**src/rtl/reg_scan_stepper.sv**
```systemverilog
// Tick-driven scanner that reads the register file's debug port one address per
// trigger and latches each value onto the display outputs.
module reg_scan_stepper #(
  parameter int NUM_REGS   = 16,
  parameter int ADDR_W     = 4,
  parameter int DATA_W     = 8,
  parameter int RD_TIMEOUT = 15
) (
  input  logic              i_clk,
  input  logic              i_rst_n,
  input  logic              i_tick,
  input  logic              i_run_en,
  input  logic              i_step,
  output logic              o_rd_req,
  output logic [ADDR_W-1:0] o_rd_addr,
  input  logic [DATA_W-1:0] i_rd_data,
  input  logic              i_rd_valid,
  output logic [ADDR_W-1:0] o_disp_addr,
  output logic [DATA_W-1:0] o_disp_data,
  output logic              o_disp_update,
  output logic              o_busy,
  output logic              o_timeout_err,
  output logic              o_overrun
);

  localparam int CNT_W = (RD_TIMEOUT > 1) ? $clog2(RD_TIMEOUT + 1) : 1;
  localparam logic [CNT_W-1:0]  LAST_WAIT = CNT_W'(RD_TIMEOUT - 1);
  localparam logic [ADDR_W-1:0] LAST_ADDR = ADDR_W'(NUM_REGS - 1);

  typedef enum logic [1:0] {IDLE, REQ, WAIT, SHOW} state_t;

  state_t            r_state;
  state_t            w_nextState;
  logic              r_tickQ;
  logic              r_stepQ;
  logic              r_pending;
  logic              r_overrun;
  logic              r_timeoutErr;
  logic [CNT_W-1:0]  r_waitCnt;
  logic [ADDR_W-1:0] r_curAddr;
  logic [ADDR_W-1:0] r_dispAddr;
  logic [DATA_W-1:0] r_dispData;
  logic [DATA_W-1:0] r_capData;
  logic              w_trig;
  logic              w_capture;
  logic              w_timeout;

  // Simultaneous tick and step edges collapse into a single trigger.
  assign w_trig = (i_tick & ~r_tickQ & i_run_en) | (i_step & ~r_stepQ);

  always_ff @(posedge i_clk or negedge i_rst_n) begin
    if (!i_rst_n) r_state <= IDLE;
    else          r_state <= w_nextState;
  end

  always_comb begin
    w_nextState   = r_state;
    o_rd_req      = 1'b0;
    o_disp_update = 1'b0;
    w_capture     = 1'b0;
    w_timeout     = 1'b0;
    case (r_state)
      IDLE: begin
        if (w_trig || r_pending) w_nextState = REQ;
      end
      REQ: begin
        o_rd_req = 1'b1;
        if (i_rd_valid) begin
          w_capture   = 1'b1;
          w_nextState = SHOW;
        end else begin
          w_nextState = WAIT;
        end
      end
      WAIT: begin
        if (i_rd_valid) begin
          w_capture   = 1'b1;
          w_nextState = SHOW;
        end else if (r_waitCnt == LAST_WAIT) begin
          w_timeout   = 1'b1;
          w_nextState = SHOW;
        end
      end
      SHOW: begin
        o_disp_update = 1'b1;
        w_nextState   = IDLE;
      end
      default: w_nextState = IDLE;
    endcase
  end

  // A trigger arriving while IDLE already services a pending one stays queued.
  always_ff @(posedge i_clk or negedge i_rst_n) begin
    if (!i_rst_n) begin
      r_tickQ      <= 1'b0;
      r_stepQ      <= 1'b0;
      r_pending    <= 1'b0;
      r_overrun    <= 1'b0;
      r_timeoutErr <= 1'b0;
      r_waitCnt    <= '0;
      r_curAddr    <= '0;
      r_dispAddr   <= '0;
      r_dispData   <= '0;
      r_capData    <= '0;
    end else begin
      r_tickQ <= i_tick;
      r_stepQ <= i_step;
      if (r_state == IDLE) begin
        r_pending <= r_pending & w_trig;
      end else if (w_trig) begin
        if (!r_pending) r_pending <= 1'b1;
        else            r_overrun <= 1'b1;
      end
      if (r_state == REQ)       r_waitCnt <= '0;
      else if (r_state == WAIT) r_waitCnt <= r_waitCnt + 1'b1;
      if (w_capture) r_capData <= i_rd_data;
      if (w_timeout) begin
        r_capData    <= '1;
        r_timeoutErr <= 1'b1;
      end
      if (r_state == SHOW) begin
        r_dispAddr <= r_curAddr;
        r_dispData <= r_capData;
        r_curAddr  <= (r_curAddr == LAST_ADDR) ? '0 : r_curAddr + 1'b1;
      end
    end
  end

  assign o_rd_addr     = r_curAddr;
  assign o_disp_addr   = r_dispAddr;
  assign o_disp_data   = r_dispData;
  assign o_busy        = (r_state != IDLE);
  assign o_timeout_err = r_timeoutErr;
  assign o_overrun     = r_overrun;

endmodule

```
**config.mk**
```make
export PLATFORM = sky130hd
export DESIGN_NAME = reg_scan_stepper
export DESIGN_NICKNAME = d
export VERILOG_FILES = /design/src/rtl/reg_scan_stepper.sv
export SDC_FILE = /design/constraint.sdc
export NUM_CORES = 1
export LEC_CHECK = 0
export CAP_MARGIN = 25
export CELL_PAD_IN_SITES_DETAIL_PLACEMENT = 0
export CELL_PAD_IN_SITES_GLOBAL_PLACEMENT = 2
export CORE_UTILIZATION = 30
export DETAILED_ROUTE_END_ITERATION = 8
export HOLD_SLACK_MARGIN = 0.08
export PLACE_DENSITY = 0.72
export SLEW_MARGIN = 20
export SYNTH_ARGS = -nofsm -noshare
export SYNTH_HDL_FRONTEND = slang
export SYNTH_SLANG_ARGS = --single-unit
export TNS_END_PERCENT = 50
```
**constraint.sdc**
```tcl
create_clock -name i_clk -period 3.4 [get_ports i_clk]
set_input_delay 0.68 -clock i_clk [delete_from_list [all_inputs] [get_ports i_clk]]
set_output_delay 0.68 -clock i_clk [all_outputs]
set_load 0.05 [all_outputs]
```
### Yosys cells after proc, flatten, opt, wreduce, memory -nomap -nowiden

Cells that the tools add are included.

| word-level totals | value |
|---|---|
| bits in registers | 35 |
| input bits | 14 |
| output and inout bits | 21 |

| cells by class | value |
|---|---|
| add/sub/neg operators | 2 |
| equality and inequality tests | 7 |
| mux-type cells | 19 |
| bitwise gates (word level) | 8 |
| reductions and logical operators | 9 |

Operators by type and width:

| kind | count |
|---|---|
| $mux W8 | 2 |
| $mux W4 | 3 |
| $mux W1 | 10 |
| $add A4 B1 Y4 const B | 2 |
| $eq A4 B4 Y1 const B | 2 |
| $pmux W2 S4 | 1 |
| $reduce_bool A2 Y1 | 4 |
| $mux W2 | 3 |
| $and A1 B1 Y1 | 4 |
| $eq A2 B2 Y1 const B | 2 |
| $ne A3 B3 Y1 const B | 1 |
| $not A1 Y1 | 3 |
| $reduce_and A3 Y1 | 1 |
| $eq A2 B1 Y1 const B | 1 |
| $logic_not A2 Y1 | 1 |
| $ne A2 B2 Y1 const B | 1 |
| $reduce_and A2 Y1 | 1 |
| $reduce_or A2 Y1 | 1 |
| $logic_or A1 B1 Y1 | 1 |
| $or A1 B1 Y1 | 1 |

### Depth between registers and ports, before layout

| depth | value |
|---|---|
| depth after elaboration | 7 |
| mapped depth | 7 |
| mapped depth without buffers | 5 |

### Least setup slack after synthesis

No wires, ideal clock.

| timing | value |
|---|---|
| path type | register to register |
| start point | register r_state[1] |
| end point | register r_dispAddr[3], in the netlist o_disp_addr[3] |
| library setup time | 0.128 ns |
| data arrival time | 1.689 ns |
| data required time | 3.272 ns |
| setup slack | 1.583 ns |
| cell stages (with the launch flop) | 5 |
| clock period less this slack | 1.817 ns |
| cells stage by stage | dfrtp_1 -> ha_1 -> buf_2 -> buf_2 -> mux2_1 |

| between the ends | value |
|---|---|
| longest elaborated chain between the ends | 1 |

Ends and longest elaborated chain:

| element | RTL line | source |
|---|---|---|
| start: declaration | 32 | `state_t r_state;` |
| start signal: assignment | 53 | `else r_state <= w_nextState;` |
| $eq A2 B2 Y1 | 121 | `if (r_state == SHOW) begin` |
| end signal: assignment | 122 | `r_dispAddr <= r_curAddr;` |
| end: declaration | 41 | `logic [ADDR_W-1:0] r_dispAddr;` |

Every way passes these cells.
A chain may end at the register's enable or synchronous reset.

### Final worst setup path

| timing | value |
|---|---|
| start point | register r_state[1] |
| end point | output o_rd_req |

| between the ends | value |
|---|---|
| longest elaborated chain between the ends | 2 |

Ends and longest elaborated chain:

| element | RTL line | source |
|---|---|---|
| $eq A2 B1 Y1 | 62 | `case (r_state)` |
| $mux W1 | 62 |  |
| end: declaration | 14 | `output logic o_rd_req,` |

Every way passes these cells.

==> results.json <==
{
  "path_buf_inv": 2,
  "cts.repair.resized": 0,
  "clock_latency_ns": 0.29,
  "max_stage_delay_ns": 0.84,
  "syn_avg_cell_area_sq_um": 11.62,
  "leakagePower_nw": 0.9565,
  "min_from": "o_timeout_err",
  "drt_pass1_iterations": 4,
  "die_h_microns": 73.77,
  "vias": 1085,
  "worst_pin_slew_ns": 0.5076,
  "row_count": 25,
  "grt_antenna_before_repair": 0,
  "slew_headroom_pct": 66.05,
  "maxCapViolations": 0,
  "slowest_stage": "clkdlybuf4s50_1",
  "ys_seq_area_share_pct": 56.68,
  "yosys_warnings": 0,
  "port_buffers": 34,
  "cts_buffer_depth": 2,
  "status": "completed",
  "p_total_w": 0.002338,
  "gp_congestion": 0.7334,
  "hold_viol_final": 0,
  "die_w_microns": 73.77,
  "fillers": 470,
  "required_ns": 2.72,
  "async_flop_share_pct": 100.0,
  "min_period_ns": 2.623,
  "numClockSinks": 35,
  "r2r_slack_ns": 1.77,
  "finalSetupViolCount": 0,
  "tns_ns": 0,
  "finClkSkew_ns": 0.008110,
  "drt-initial-drc-count": 69,
  "syn_area_sq_um": 1545,
  "dieArea_sq_um": 5442,
  "synth_edf_count": 0,
  "fin_util_pct": 42.79,
  "grt_use_total_pct": 12.77,
  "place_hpwl_microns": 2118,
  "synth_ff_type": "dfrtp_1",
  "cp.arrival_ns": 1.94,
  "path_clk_slew_ns": 0.08,
  "postCtsHoldBufs": 0,
  "synth_seq_cells": 35,
  "worstHoldPathType": "flop to flop",
  "diodes": 0,
  "ant_nets": 0,
  "area_delta_synth_final_pct": 34.25,
  "synth_cells": 133,
  "grt_max_degree": 36,
  "root_buffer": "clkbuf_8",
  "fin_crit_sh_pct": 77.14,
  "placedCellCount": 231,
  "drive_gt1_share_pct": 8.140,
  "cts_tree": "built",
  "grt_pass1_vias": 1098,
  "worst-path-max-fanout": 6,
  "grt_pass1_wl_microns": 5057,
  "drv_slew": 0,
  "cts_max_level": 2,
  "synth_cell_types": 28,
  "min_to": "o_timeout_err",
  "p_per_area_nw_per_um2": 1127,
  "routedWlPerCell_microns": 12.44,
  "regToRegEndpoint": "r_capData[6]",
  "cts_buffers": 5,
  "crit_chain": "inv_1, ha_1, clkdlybuf4s50_1",
  "postCtsSetupBuffers": 0,
  "fin_nets": 193,
  "overflow": 0,
  "reg2reg_depth": 5,
  "via_per_inst": 4.540,
  "clock.fmax_mhz": 381.3,
  "core_sq_um": 4848,
  "rsz0062_at_grt": "no",
  "cp-start-kind": "flop",
  "endpoint_kind": "primary output",
  "layout.cells.non_filler": 239,
  "crit_type": "flop to primary output",
  "wl_microns": 2972,
  "synthesis.nets": 155,
  "rr_startpoint": "r_state[1]",
  "ioPinCount": 35,
  "start_util_pct": 31.87,
  "vdd_ir_drop_max_mv": 0.4503,
  "drc": 0,
  "min_path_cells": 1,
  "path_delay_family": "buffers and inverters"
}
## logic make-up after synthesis
kind of cell	count (synthesis)	share of synthesized area, %
simple gates	46	14.82
flops	35	56.68
mux	16	11.74
compound gates	14	6.316
buf+inv	13	3.401
fa+ha+maj	8	6.478
xor+xnor	1	0.5669
## cell type report
class	instances	area (sq um)	area share, %
inverter	8	30.03	1.448
sequential	35	875.8	42.22
clock buffer	5	68.82	3.317
tap	67	83.83	4.041
timing repair buffer	36	355.3	17.13
multi-input combinational	85	616.8	29.73
clock inverter	3	43.79	2.111
## stage by stage
stage / setup WS, ns / cell area (sq um) / hold WS (ns)
2_1_floorplan: 1.583 / 1545 / 0.3844
3_3_place_gp: 1.126 / 1962 / 0.4507
3_5_place_dp: 1.068 / 1962 / 0.4524
4_1_cts: 0.7474 / 2074 / 0.4747
5_1_grt: 0.6919 / 2074 / 0.4960
6_report: 0.7774 / 2074 / 0.4707
## worst max path at each step
stage	startpoint	to	slack, ns	cells after the start
3_5_place_dp	r_state[1]	o_rd_req	1.07	3
2_1_floorplan	r_state[1]	o_disp_addr[3]	1.58	4
6_report	r_state[1]	o_rd_req	0.78	3
4_1_cts	r_state[1]	o_rd_req	0.75	3
3_3_place_gp	r_state[1]	o_rd_req	1.13	3
5_1_grt	r_state[1]	o_rd_req	0.69	3
## power breakdown
group / total (W) / internal, W / switching [W] / leakage [nW]
Sequential: 0.000745 / 0.000610 / 0.000136 / 0.424
Clock: 0.000366 / 0.000218 / 0.000148 / 0.0581
Combinational: 0.00123 / 0.000475 / 0.000752 / 0.474
Total: 0.00234 / 0.00130 / 0.00104 / 0.956
## per-layer routing
metal	up-vias	wire length [microns]	global-route usage, %
met5	-	0	0
met4	0	33	5.769
met3	4	170	4.252
met2	32	1433	20.90
met1	524	1334	15.18
li1	525	-	-
## flip-flops by register name, summed over array words and instances (netlist names)
| name | count |
|---|---|
| o_disp_data | 8 |
| r_capData | 8 |
| o_disp_addr | 4 |
| o_rd_addr | 4 |
| r_waitCnt | 4 |
| r_state | 2 |
| o_overrun | 1 |
| o_timeout_err | 1 |
| r_pending | 1 |
| r_stepQ | 1 |
| r_tickQ | 1 |
## cell usage in the layout (no fill, tap or decap)
master           count
nand2b_1             4
bufinv_16            1
clkdlybuf4s50_1     34
dfrtp_1             35
nand3_1             11
mux2_4               1
clkinv_2             1
nor2_1               2
o21ai_1              6
and2_1               1
and3b_4              1
a21oi_1              2
o21a_1               1
nor3_1               1
clkbuf_8             5
xnor2_1              1
o22ai_1              2
nand2_1             20
inv_1                8
clkinv_4             1
ha_1                 8
mux2_1              13
and3_1               2
a211oi_1             1
o21bai_1             1
nand3b_1             1
and2b_4              1
nor2b_1              1
mux2i_1              2
o32a_4               1
buf_4                2
nand4_1              1
## synthesized netlist by cell type, types with 2 or more instances
master	count	area, sq um
nand3_1	11	55.05
nor2_1	2	7.510
mux2i_1	2	20.02
o22ai_1	2	12.51
a21oi_1	2	10.01
and3_1	2	12.51
ha_1	8	100.1
buf_2	3	15.01
nand2_1	20	75.07
inv_1	8	30.03
clkbuf_1	2	7.510
mux2_1	13	146.4
dfrtp_1	35	875.8
o21ai_1	6	30.03
nand2b_1	4	25.02
Power figures use the tool's default switching activity.
